[src/rtl/reg_scoreboard.sv]
// reg_scoreboard: issue-side register hazard tracker.
//
// Long-latency writers (loads, multi-cycle mul/div) leaving ID load a
// per-register countdown with their latency. While a count is non-zero
// the register is busy, and an ID instruction that reads it is stalled.
// Bypass logic in EX covers every hazard that is not tracked here.
//
// Optional feature: define SCOREBOARD_STALL_CNT_EN to build a 32-bit
// counter of stalled cycles on o_stall_cycles. Without the macro the
// counter is not built and o_stall_cycles is tied to zero.
//
// Handshake: an issue is taken only when i_issue_valid is high and o_stall
// is low in the same cycle. An issue presented while stalled is dropped,
// and it is never held or replayed. Upstream sends a bubble in that case,
// but this block does not depend on that.

module reg_scoreboard #(
    parameter int LAT_W = 3
) (
    input  logic             i_clk,
    input  logic             i_rst,
    input  logic             i_issue_valid,
    input  logic             i_issue_regwrite,
    input  logic [4:0]       i_issue_rd,
    input  logic [LAT_W-1:0] i_issue_lat,
    input  logic             i_flush,
    input  logic [4:0]       i_id_rs1,
    input  logic [4:0]       i_id_rs2,
    input  logic             i_id_rs1_used,
    input  logic             i_id_rs2_used,
    output logic             o_stall,
    output logic [31:0]      o_busy_vec,
    output logic [31:0]      o_stall_cycles
);

    // Countdown per architectural register. x0 has no entry.
    logic [LAT_W-1:0] r_cnt [1:31];

    logic [31:0] w_busy;
    logic        w_rs1_hit;
    logic        w_rs2_hit;
    logic        w_stall;
    logic        w_accept;

    // Busy bits come only from registered counts. x0 is hard-wired to not busy.
    always_comb begin
        w_busy    = '0;
        w_busy[0] = 1'b0;
        for (int i = 1; i < 32; i++) begin
            w_busy[i] = (r_cnt[i] != '0);
        end
    end

    // Stall looks only at ID sources and registered state, never at issue_*.
    always_comb begin
        w_rs1_hit = i_id_rs1_used & (i_id_rs1 != 5'd0) & w_busy[i_id_rs1];
        w_rs2_hit = i_id_rs2_used & (i_id_rs2 != 5'd0) & w_busy[i_id_rs2];
        w_stall   = w_rs1_hit | w_rs2_hit;
    end

    // An issue is tracked only if it writes a real register with a non-zero latency.
    always_comb begin
        w_accept = i_issue_valid & i_issue_regwrite & (i_issue_rd != 5'd0) &
                   (i_issue_lat != '0) & ~w_stall & ~i_flush;
    end

    // Countdown update: reset, then flush, then a new issue (overwrites on WAW), then saturating decrement.
    always_ff @(posedge i_clk) begin
        if (i_rst) begin
            for (int i = 1; i < 32; i++) begin
                r_cnt[i] <= '0;
            end
        end else if (i_flush) begin
            for (int i = 1; i < 32; i++) begin
                r_cnt[i] <= '0;
            end
        end else begin
            for (int i = 1; i < 32; i++) begin
                if (w_accept && (i_issue_rd == 5'(i))) begin
                    r_cnt[i] <= i_issue_lat;
                end else if (r_cnt[i] != '0) begin
                    r_cnt[i] <= r_cnt[i] - LAT_W'(1);
                end
            end
        end
    end

    assign o_stall    = w_stall;
    assign o_busy_vec = w_busy;

`ifdef SCOREBOARD_STALL_CNT_EN
    logic [31:0] r_stall_cycles;

    // Count every stalled cycle. The count wraps naturally and survives flush.
    always_ff @(posedge i_clk) begin
        if (i_rst) begin
            r_stall_cycles <= '0;
        end else if (w_stall) begin
            r_stall_cycles <= r_stall_cycles + 32'd1;
        end
    end

    assign o_stall_cycles = r_stall_cycles;
`else
    assign o_stall_cycles = 32'd0;
`endif

endmodule

[config.mk]
export PLATFORM = sky130hd
export DESIGN_NAME = reg_scoreboard
export DESIGN_NICKNAME = d
export VERILOG_FILES = /design/src/rtl/reg_scoreboard.sv
export SDC_FILE = /design/constraint.sdc
export NUM_CORES = 1
export LEC_CHECK = 0
export CAP_MARGIN = 30
export CORE_MARGIN = 10
export CORE_UTILIZATION = 50
export DETAILED_ROUTE_END_ITERATION = 7
export DONT_BUFFER_PORTS = 1
export HOLD_SLACK_MARGIN = 0.12
export PLACE_DENSITY = 0.68
export SLEW_MARGIN = 15
export SYNTH_ARGS = -nofsm -noshare
export SYNTH_HDL_FRONTEND = slang
export SYNTH_SLANG_ARGS = --single-unit
[constraint.sdc]
create_clock -name i_clk -period 2.95 [get_ports i_clk]
set_input_delay 0.4425 -clock i_clk [delete_from_list [all_inputs] [get_ports i_clk]]
set_output_delay 0.4425 -clock i_clk [all_outputs]
set_load 0.02 [all_outputs]
==> results of run 1 <==
==> synth_stat cells (all sizes together), types with 2 or more instances <==
cell / instances
o32ai: 38
xnor2: 21
o311ai: 8
xor2: 10
edfxtp: 93
nor2: 32
or3: 26
mux2i: 3
nand2: 61
nor2b: 2
ha: 62
and3b: 2
or3b: 2
nand3b: 10
nand2b: 33
clkbuf: 27
or2: 2
buf: 47
inv: 69
and2: 2
a22oi: 2
nor4: 9
or4: 11
a21oi: 3
o22ai: 29
nand3: 15
mux4: 10
a211o: 10
nor3b: 3
a31oi: 2
o2111ai: 4
nor3: 17
and3: 2
o21ai: 51
==> worst max path at each step <==
stage / slack [ps] / to / cells past startpoint / start
3_5_place_dp: -270 / r_cnt[0][53] / 10 / r_cnt[0][30]
6_report: -260 / r_cnt[0][70] / 11 / r_cnt[0][45]
5_1_grt: -360 / r_cnt[0][78] / 12 / r_cnt[0][33]
3_3_place_gp: -170 / r_cnt[0][53] / 10 / r_cnt[0][33]
4_1_cts: -220 / o_stall / 9 / r_cnt[0][33]
2_1_floorplan: 2 / r_cnt[0][90] / 11 / r_cnt[0][33]
==> power by group <==
part           leakage, nW  switching [mW]  total (mW)  internal (mW)
clock                0.133           0.503        1.16          0.657
combinational         2.33            3.06        5.62           2.56
sequential            1.07           0.254        2.36           2.11
==> metal layers <==
metal  GRT usage  vias up
li1            -     2831
met5           0        -
met4      0.0769        0
met2       0.365      388
met1       0.265     3105
met3      0.0684       59
==> cells in the final DEF, fill, tap and decap left out, types with 11 or more instances in the layout <==
| cell | n |
|---|---|
| o21ai_2 | 11 |
| nand2b_1 | 19 |
| inv_1 | 61 |
| o32ai_2 | 13 |
| edfxtp_1 | 93 |
| o22ai_1 | 19 |
| buf_4 | 106 |
| nor2_1 | 30 |
| ha_1 | 54 |
| nand2_1 | 61 |
| or3_1 | 11 |
| xnor2_1 | 21 |
| o21ai_1 | 15 |
| conb_1 | 33 |
| o32ai_1 | 18 |
| o21ai_0 | 21 |
| nand3_1 | 15 |
| or3_4 | 15 |
==> repair_timing <==
action                                  in CTS  in global routing
cloned                                       2                  1
resized for setup                           99                 78
setup buffers                               12                  8
pin swaps                                   34                 30
endpoints found under the setup margin     175                187
==> cell families (layout without fill, tap and decap cells) <==
group	Yosys count	in the layout	synth area share
buffers and inverters	143	213	0.0966
AND/OR/NAND/NOR	231	231	0.174
XOR/XNOR	31	31	0.0382
flip-flops	93	93	0.393
multiplexers	14	14	0.0375
AO/OA/AOI/OAI	154	154	0.152
adder cells (fa/ha/maj)	62	62	0.109
other	1	33	0.000527
==> worst reg2reg max path: stages (launching register included) <==
cell and delay, ps:
edfxtp_1 400, inv_1 130, ha_4 160, nand2b_4 60
mux4_2 460, mux2_4 280, a221oi_4 300, o221ai_4 230
buf_12 200, or3_4 480, buf_12 200, o32ai_4 130
==> area by class of cell <==
| type | count | area [um2] | area share |
|---|---|---|---|
| clock buffer | 14 | 244 | 0.0259 |
| inverter | 69 | 259 | 0.0275 |
| multi-input combinational | 525 | 4710 | 0.499 |
| tap | 180 | 225 | 0.0239 |
| sequential | 93 | 2790 | 0.296 |
| clock inverter | 2 | 33.8 | 0.00358 |
| timing repair buffer | 128 | 1160 | 0.123 |
==> per-stage QoR <==
| stage | setup TNS (ps) | power [mW] | cells | instance area, um2 | hold WS (ps) |
|---|---|---|---|---|---|
| after floorplan | 0 | 5.27 | 761 | 7430 | 550 |
| after global placement | -11490 | 6.85 | 976 | 8070 | 568 |
| after detailed placement | -20230 | 7.05 | 976 | 8070 | 576 |
| after CTS | -21210 | 8.63 | 1003 | 8930 | 382 |
| after global routing | -41800 | 9.65 | 1011 | 9430 | 398 |
| final | -21910 | 9.14 | 1011 | 9430 | 392 |
==> summary.md, run 1 <==
| Metric | Value |
|---|---|
| DRC | `0` |
| Crit share post-route | `1.09` |
| FMAX | `312 MHz` |
| Drt total wl | `23.1 mm` |
| Yosys warns | `0` |
| H-tree depth | `3` |
| Final Critical Period | `3210 ps` |
| Max Cap Viol | `0` |
| Cell taking the most area after synthesis | `edfxtp_1` |
| Final Util | `0.676` |
| Hold EP | `r_cnt[0][77]` |
| Synthesized area per cell | `9.76 um2` |
| CP bufs+invs | `3` |
| Share of the synthesized area in the top cell type | `0.393` |
| Cell family with most CP delay | `multiplexers` |
| Met1 Routed Length | `8.58 mm` |
| FILL cells | `1048` |
| Yosys reg bits | `93` |
| ANT cells | `0` |
| Top Metal Used | `met4` |
| FF-to-FF Start | `r_cnt[0][45]` |
| Max FFs per register | `93` |
| Grt total ovfl | `0` |
| Hold Buf Count CTS | `0` |
| Leakage power | `3.53 nW` |
| CP arrival | `3380 ps` |
| Clk_skew | `10.8 ps` |
| Area Growth Syn to Fin | `32.5%` |
| Core area | `13900 um2` |
| Worst Min Path Start | `i_rst` |
| Hpwl dp | `15.6 mm` |
| Total clock sinks | `93` |
| Slowest stage delay, CP | `480 ps` |
| Antenna Nets Post-Route | `0` |
| Peak fanout along the critical path | `8` |
| Dpl ws | `-273 ps` |
| Vias | `6383` |
| Insertion delay to the later sink of the worst-skew pair | `360 ps` |
| Reg2Reg Depth | `11` |
| Nets | `913` |
| Die height | `139 um` |
| Worst hold path type | `input pin to register` |
| EDFF count, synth | `93` |
| Initial antenna violation count | `0` |
| Pin count of the biggest net entering global routing | `42` |
| Final Hold Fails | `0` |
| First DRT Iteration DRCs | `624` |
| CTS clock-pin slew for the worst setup and hold paths | `70 ps` |
| Vias in the first global route | `6332` |
| Synth Flop Type | `edfxtp_1` |
| Crit-path most repeated cell | `buf_12` |
| Initial Utilization | `0.510` |
| CTS Buffer Depth | `2` |
| Final setup margin | `-259 ps` |
| Std-Cell Rows | `43` |
| CP required | `3120 ps` |
| DIE WIDTH | `139 um` |
| Tightest Pin Transition | `955 ps` |
| Worst rel slew slack | `0.362` |
| Post-synthesis sequential area ratio | `0.393` |
| Worst path slowest cell | `or3_4` |
| CP Capture Type | `register` |
| Vias/cell | `6.31` |
| Crit start category | `register` |
| CTS Buf Count | `9` |
| Unrepaired setup endpoints after global routing | `yes` |
| Final setup vio count | `163` |
| Mapped Area | `7110 um2` |
| I/O Pins | `90` |
| Root buffer cell | `clkbuf_16` |
| Critical-path cell list | `inv_1, ha_4, nand2b_4, mux4_2, mux2_4, a221oi_4, o221ai_4, buf_12, or3_4, buf_12, o32ai_4` |
| Async SR Flop Fraction | `0` |
| Metal2 WL | `11.2 mm` |
| TritonRoute pass-1 iters | `5` |
| Max-slew violation count | `0` |
| Failing checks | `setup timing` |
| Synth area leaders | `edfxtp_1 39%, ha_1 11%, o32ai_1 4.7%` |
| Pwr per Cell Area | `970 nW/um2` |
| Syn Inst Count | `729` |
| CP Class | `register to register` |
| Fraction of layout cells with a size suffix above 1 | `0.326` |
| Metal3 WL | `2.54 mm` |
| R2r setup slk | `-260 ps` |
| Worst reg2reg path endpoint | `r_cnt[0][70]` |
| VDD IR max | `0.530 mV` |
| Synth cell types | `49` |
| All-Layer GR Usage | `0.221` |
| Largest regs | `r_cnt x93` |
| Hold depth | `2` |
| Most flops, register | `r_cnt` |
| Placer Congestion | `0.905` |
| Status | `complete, but fails checks` |
| Global-route wire length before repair | `34.6 mm` |
| Die ar. | `19400 um2` |
| Port bufs | `0` |
| WL per Instance | `22.8 um` |
| CTS tree | `done` |
Note: power is estimated with default switching activity, not from simulation.
==> inputs of run 2 (changes only) <==
- CELL_PAD_IN_SITES_DETAIL_PLACEMENT: not set -> 0
- CELL_PAD_IN_SITES_GLOBAL_PLACEMENT: not set -> 1
- CORE_UTILIZATION: 50 -> 46
- GPL_ROUTABILITY_DRIVEN: not set -> 0
- PLACE_DENSITY: 0.68 -> not set
- PLACE_DENSITY_LB_ADDON: not set -> 0.1
==> summary.md, run 2 (synthesis results as in run 1) <==
| Metric | Value |
|---|---|
| Worst reg2reg path endpoint | `r_cnt[0][80]` |
| Peak fanout along the critical path | `6 (-2)` |
| Worst rel slew slack | `0.394 (+0.0324)` |
| Vias/cell | `6.06 (-4.0%)` |
| Pwr per Cell Area | `946 nW/um2 (-2.5%)` |
| Status | `complete, but fails checks` |
| Die ar. | `20800 um2 (+7.4%)` |
| TritonRoute pass-1 iters | `5 (unchanged)` |
| CP required | `3150 ps (+30 ps)` |
| Port bufs | `0 (unchanged)` |
| Final instance area | `9740 um2 (+3.4%)` |
| Commonest non-fill, non-tap cell in the layout | `buf_4` |
| Register area | `2790 um2 (unchanged)` |
| Switching portion of total power | `0.413 (-0.00543)` |
| CP Capture Type | `register` |
| Final Critical Period | `3240 ps (+33.8 ps)` |
| Antenna Nets Post-Route | `0 (unchanged)` |
| Hpwl dp | `16.5 mm (+5.8%)` |
| Non-filler cells, final | `1049 (+3.8%)` |
| Root buffer cell | `clkbuf_16` |
| ANT cells | `0 (unchanged)` |
| Max Cap Viol | `0 (unchanged)` |
| CTS clock-pin slew for the worst setup and hold paths | `70 ps (about the same)` |
| Grt total ovfl | `0 (unchanged)` |
| Switching Power | `3.80 mW (-0.51%)` |
| Worst Min Path Start | `i_rst` |
| H-tree depth | `3 (unchanged)` |
| Final setup vio count | `169 (+3.7%)` |
| Area occupied by multi-input gates | `4750 um2 (+0.96%)` |
| Commonest non-fill, non-tap cells in the layout | `121 x buf_4, 93 x edfxtp_1, 61 x nand2_1` |
| Final Util | `0.641 (-0.0356)` |
| All-Layer GR Usage | `0.220 (-0.000452)` |
| Final Hold Fails | `0 (unchanged)` |
| Clk_skew | `5.82 ps (-4.97 ps)` |
| R2r setup slk | `-290 ps (-30 ps)` |
| Crit share post-route | `1.10 (+0.0115)` |
| FF-to-FF Start | `r_cnt[0][21]` |
| Pin count of the biggest net entering global routing | `32 (-24%)` |
| Final setup margin | `-293 ps (-33.8 ps)` |
| Largest regs | `r_cnt x93` |
| Hold EP | `r_cnt[0][29]` |
| Sequential share of power | `0.255 (-0.003)` |
| CTS tree | `done` |
| Reg2Reg Depth | `10 (-1)` |
| Vias in the first global route | `6281 (-0.81%)` |
| CTS Buffer Depth | `2 (unchanged)` |
| FMAX | `308 MHz (-1.0%)` |
| I/O Pins | `90 (unchanged)` |
| Std-Cell Rows | `45 (+4.7%)` |
| Worst hold path type | `input pin to register` |
| Int Power | `5.41 mW (+1.7%)` |
| Area Growth Syn to Fin | `37.0%` |
| Unrepaired setup endpoints after global routing | `yes` |
| Combinational Power Share | `0.618 (+0.003)` |
| Initial Utilization | `0.468 (-0.0426)` |
| WL per Instance | `22.9 um (+0.52%)` |
| VDD IR max | `0.451 mV (-15%)` |
| Core area | `15200 um2 (+9.1%)` |
| Max FFs per register | `93 (unchanged)` |
| Failing checks | `setup timing` |
| Total clock sinks | `93 (unchanged)` |
| Clk pwr share | `0.126 (about the same)` |
| Crit start category | `register` |
| DIE WIDTH | `144 um (+3.6%)` |
| Hold depth | `2 (unchanged)` |
| Placed cells | `1005 (+3.0%)` |
| Dpl ws | `-254 ps (+19.6 ps)` |
| Vias | `6359 (-0.38%)` |
| FILL cells | `1217 (+16%)` |
| Insertion delay to the later sink of the worst-skew pair | `350 ps (about the same)` |
| Max-slew violation count | `0 (unchanged)` |
| Global-route wire length before repair | `34.9 mm (+0.82%)` |
| Hold Buf Count CTS | `0 (unchanged)` |
| CP arrival | `3450 ps (+70 ps)` |
| Die height | `144 um (+3.6%)` |
| Cell Area, Placed | `8240 um2 (+2.1%)` |
| Nets | `943 (+3.3%)` |
| Leakage power | `3.72 nW (+5.2%)` |
| Tot Pwr | `9.21 mW (+0.80%)` |
| Fraction of layout cells with a size suffix above 1 | `0.369 (+0.0432)` |
| Initial antenna violation count | `0 (unchanged)` |
| Drt total wl | `24.0 mm (+4.3%)` |
| Most flops, register | `r_cnt` |
| CP Class | `register to register` |
| DRC | `0 (unchanged)` |
| First DRT Iteration DRCs | `433 (-31%)` |
| CTS Buf Count | `9 (unchanged)` |
| Tightest Pin Transition | `908 ps (-46.3 ps)` |
==> run 2: what timing repair did <==
| item | 4_1_cts | 5_1_grt |
|---|---|---|
| buffers inserted | 8 | 13 |
| endpoints found under the setup margin | 175 | 187 |
| cloned | 2 | 6 |
| resized for setup | 64 | 138 |
| pin swaps | 12 | 52 |
==> run 2: metrics by stage <==
stage	TNS [ps]	hold slack (ps)
after floorplan	0	550
after global placement	-14910	569
after detailed placement	-26580	573
after CTS	-20930	393
after global routing	-42660	406
final	-27490	401
==> run 2: cell type report <==
class	instances	area share
clock buffers	11	0.0239
clock inverters	5	0.00527
inverters	69	0.0266
multi-input cells	526	0.488
flip-flops and latches	93	0.287
well taps	188	0.0241
repair buffers	157	0.146
==> run 2: worst max path at each step <==
stage / startpoint / endpoint / depth (start not counted)
global placement: r_cnt[0][36] / r_cnt[0][57] / 12
floorplan: r_cnt[0][33] / r_cnt[0][90] / 11
finish: r_cnt[0][21] / r_cnt[0][80] / 10
global route: r_cnt[0][45] / r_cnt[0][30] / 10
detailed placement: r_cnt[0][9] / r_cnt[0][78] / 10
CTS: r_cnt[0][33] / o_stall / 9
==> run 2: worst max-delay path: stages (launching register included) <==
cell and delay [ps]:
edfxtp_1 410, inv_1 130, ha_4 160, nand2b_4 50, mux4_2 450, mux2_4 290, a221oi_4 330, o221ai_4 250
or4_4 650, clkbuf_16 210, o22ai_2 160
==> run 2: layer usage <==
| layer | routed length [um] | share of wire | up-vias | global-route usage |
|---|---|---|---|---|
| met1 | 9490 | 0.39 | 3150 | 0.277 |
| met4 | 686 | 0.029 | 0 | 0.0862 |
| met2 | 11600 | 0.48 | 256 | 0.353 |
| met5 | 0 | 0 | - | 0 |
| li1 | - | - | 2906 | - |
| met3 | 2230 | 0.093 | 47 | 0.0581 |
==> run 2: power by group through the flow <==
stage	Combinational, mW	Clock, mW	Sequential (mW)
6_report	5.70	1.16	2.35
5_1_grt	6.16	1.22	2.41
4_1_cts	5.18	1.17	2.33
3_5_place_dp	4.83	0	2.35
3_3_place_gp	4.71	0	2.32
2_1_floorplan	2.98	0	2.29
==> inputs of run 3 (changes only) <==
--- a/config.mk
+++ b/config.mk
@@ -16,3 +16,3 @@
 export HOLD_SLACK_MARGIN = 0.12
-export PLACE_DENSITY_LB_ADDON = 0.1
+export PLACE_DENSITY_LB_ADDON = 0.05
 export SLEW_MARGIN = 15
--- a/constraint.sdc
+++ b/constraint.sdc
@@ -3,2 +3,2 @@
 set_output_delay 0.4425 -clock i_clk [all_outputs]
-set_load 0.02 [all_outputs]
+set_load 0.01 [all_outputs]
==> summary.md, run 3 (synthesis results as in run 1) <==
| Metric | Value |
|---|---|
| Antenna Nets Post-Route | `0 (unchanged)` |
| Worst rel slew slack | `0.293 (-0.101)` |
| Die height | `144 um (unchanged)` |
| Failing checks | `setup timing` |
| Pwr per Cell Area | `939 nW/um2 (-0.69%)` |
| Worst path depth | `10 (unchanged)` |
| Status | `complete, but fails checks` |
| Leakage power | `3.71 nW (-0.28%)` |
| WL per Instance | `22.2 um (-3.1%)` |
| Reg2Reg Depth | `12 (+2)` |
| Unrepaired setup endpoints after global routing | `yes` |
| CP Capture Type | `output pin` |
| Final Critical Period | `3170 ps (-77.7 ps)` |
| CTS Buf Count | `9 (unchanged)` |
| ANT cells | `0 (unchanged)` |
| Total clock sinks | `93 (unchanged)` |
| Std-Cell Rows | `45 (unchanged)` |
| Max Cap Viol | `0 (unchanged)` |
| Port bufs | `0 (unchanged)` |
| CTS clock-pin slew for the worst setup and hold paths | `70 ps (about the same)` |
| CTS tree | `done` |
| CP arrival | `2720 ps (-730 ps)` |
| All-Layer GR Usage | `0.216 (-0.00375)` |
| Pin count of the biggest net entering global routing | `32 (unchanged)` |
| Initial antenna violation count | `0 (unchanged)` |
| H-tree depth | `3 (unchanged)` |
| Final setup vio count | `174 (+3.0%)` |
| Most flops, register | `r_cnt` |
| Hpwl dp | `16.6 mm (+0.54%)` |
| Dpl ws | `-293 ps (-39.0 ps)` |
| Cell family with most CP delay | `buffers and inverters` |
| DIE WIDTH | `144 um (unchanged)` |
| Tightest Pin Transition | `1060 ps (+149 ps)` |
| Grt total ovfl | `0 (unchanged)` |
| Final setup margin | `-216 ps (+77.7 ps)` |
| Worst path slowest cell | `mux4_2` |
| Worst hold path type | `input pin to register` |
| Commonest non-fill, non-tap cells in the layout | `132 x buf_4, 93 x edfxtp_1, 61 x nand2_1` |
| Vias in the first global route | `6269 (-0.19%)` |
| I/O Pins | `90 (unchanged)` |
| Clk_skew | `6.47 ps (+0.652 ps)` |
| Die ar. | `20800 um2 (unchanged)` |
| Fraction of layout cells with a size suffix above 1 | `0.362 (-0.00781)` |
| VDD IR max | `0.600 mV (+33%)` |
| Global-route wire length before repair | `34.7 mm (-0.63%)` |
| Hold Slack | `394 ps (-7.63 ps)` |
| FMAX | `316 MHz (+2.5%)` |
| Core area | `15200 um2 (unchanged)` |
| Root buffer cell | `clkbuf_16` |
| CP required | `2510 ps (-640 ps)` |
| CP Class | `register to output pin` |
| R2r setup slk | `-210 ps (+80 ps)` |
| Area Growth Syn to Fin | `34.3%` |
| Insertion delay to the later sink of the worst-skew pair | `360 ps (about the same)` |
| First DRT Iteration DRCs | `419 (-3.2%)` |
| TritonRoute pass-1 iters | `5 (unchanged)` |
| Vias | `6292 (-1.1%)` |
| Drt total wl | `23.4 mm (-2.9%)` |
| Critical-path cell list | `inv_2, ha_4, nand2b_4, buf_4, mux4_2, nand2b_4, a221oi_4, o221ai_4, buf_6, buf_6` |
| Vias/cell | `5.99 (-1.2%)` |
| Nets | `945 (+0.21%)` |
| Final Hold Fails | `0 (unchanged)` |
| Hold depth | `2 (unchanged)` |
| Initial Utilization | `0.468 (unchanged)` |
| Peak fanout along the critical path | `8 (+2)` |
| Crit share post-route | `1.07 (-0.0263)` |
| CP bufs+invs | `4 (+2)` |
| Max FFs per register | `93 (unchanged)` |
| Slowest stage delay, CP | `460 ps (-190 ps)` |
| Largest regs | `r_cnt x93` |
| CTS Buffer Depth | `2 (unchanged)` |
| DRC | `0 (unchanged)` |
| Crit start category | `register` |
| Commonest non-fill, non-tap cell in the layout | `buf_4` |
| Max-slew violation count | `0 (unchanged)` |
[run 3: cell types whose count changed in the layout (fill, tap and decap cells not counted), sizes merged]
cell and delta:
o221ai -1, clkinvlp -1, bufinv +2, inv +1
clkbuf -4, buf +5
[run 3: area by class of cell]
cell class	count	area [um2]
inverters	69	259
clock buffers	9	225
fillers	1245	5650
repair buffers	160	1380
multi-input cells	525	4550
clock inverters	7	113
well taps	188	235
flip-flops and latches	93	2790
[run 3: power by group]
group          switching (mW)  total, mW  leakage (nW)  internal [mW]
registers               0.239       2.34          1.07           2.10
clock network           0.519       1.35         0.167          0.826
logic                    2.68       5.28          2.47           2.61
total                    3.43       8.97          3.71           5.54
[run 3: timing repair]
action                     in CTS  in global routing
resized for setup              71                112
pin swaps                      16                 33
gates cloned                    0                  3
setup buffers                  10                  8
setup endpoints to repair     181                187
hold buffers                    0                  0
[run 3: metal layers]
layer | wire length, um | up-vias | GRT usage
met4 | 543 | 0 | 0.0707
met2 | 11600 | 259 | 0.367
met5 | 0 | - | 0
li1 | - | 2894 | -
met1 | 9410 | 3099 | 0.272
met3 | 1800 | 40 | 0.0397
[run 3: final timing paths]
path	startpoint	end
worst max-delay path	r_cnt[0][27]	o_stall
worst min-delay path	i_rst	r_cnt[0][65]
worst max register to register	r_cnt[0][27]	r_cnt[0][23]
worst min register to register	r_cnt[0][39]	r_cnt[0][39]
[run 3: metrics by stage]
step	cell area (um2)	total power, mW	std cells	util	TNS, ps
detailed placement	8240	6.90	1016	0.542	-27510
global placement	8240	6.75	1016	0.542	-17220
CTS	9030	8.65	1042	0.594	-12040
global route	9550	9.56	1051	0.628	-39010
floorplan	7340	4.93	761	-	-180
finish	9550	8.97	1051	0.628	-19490
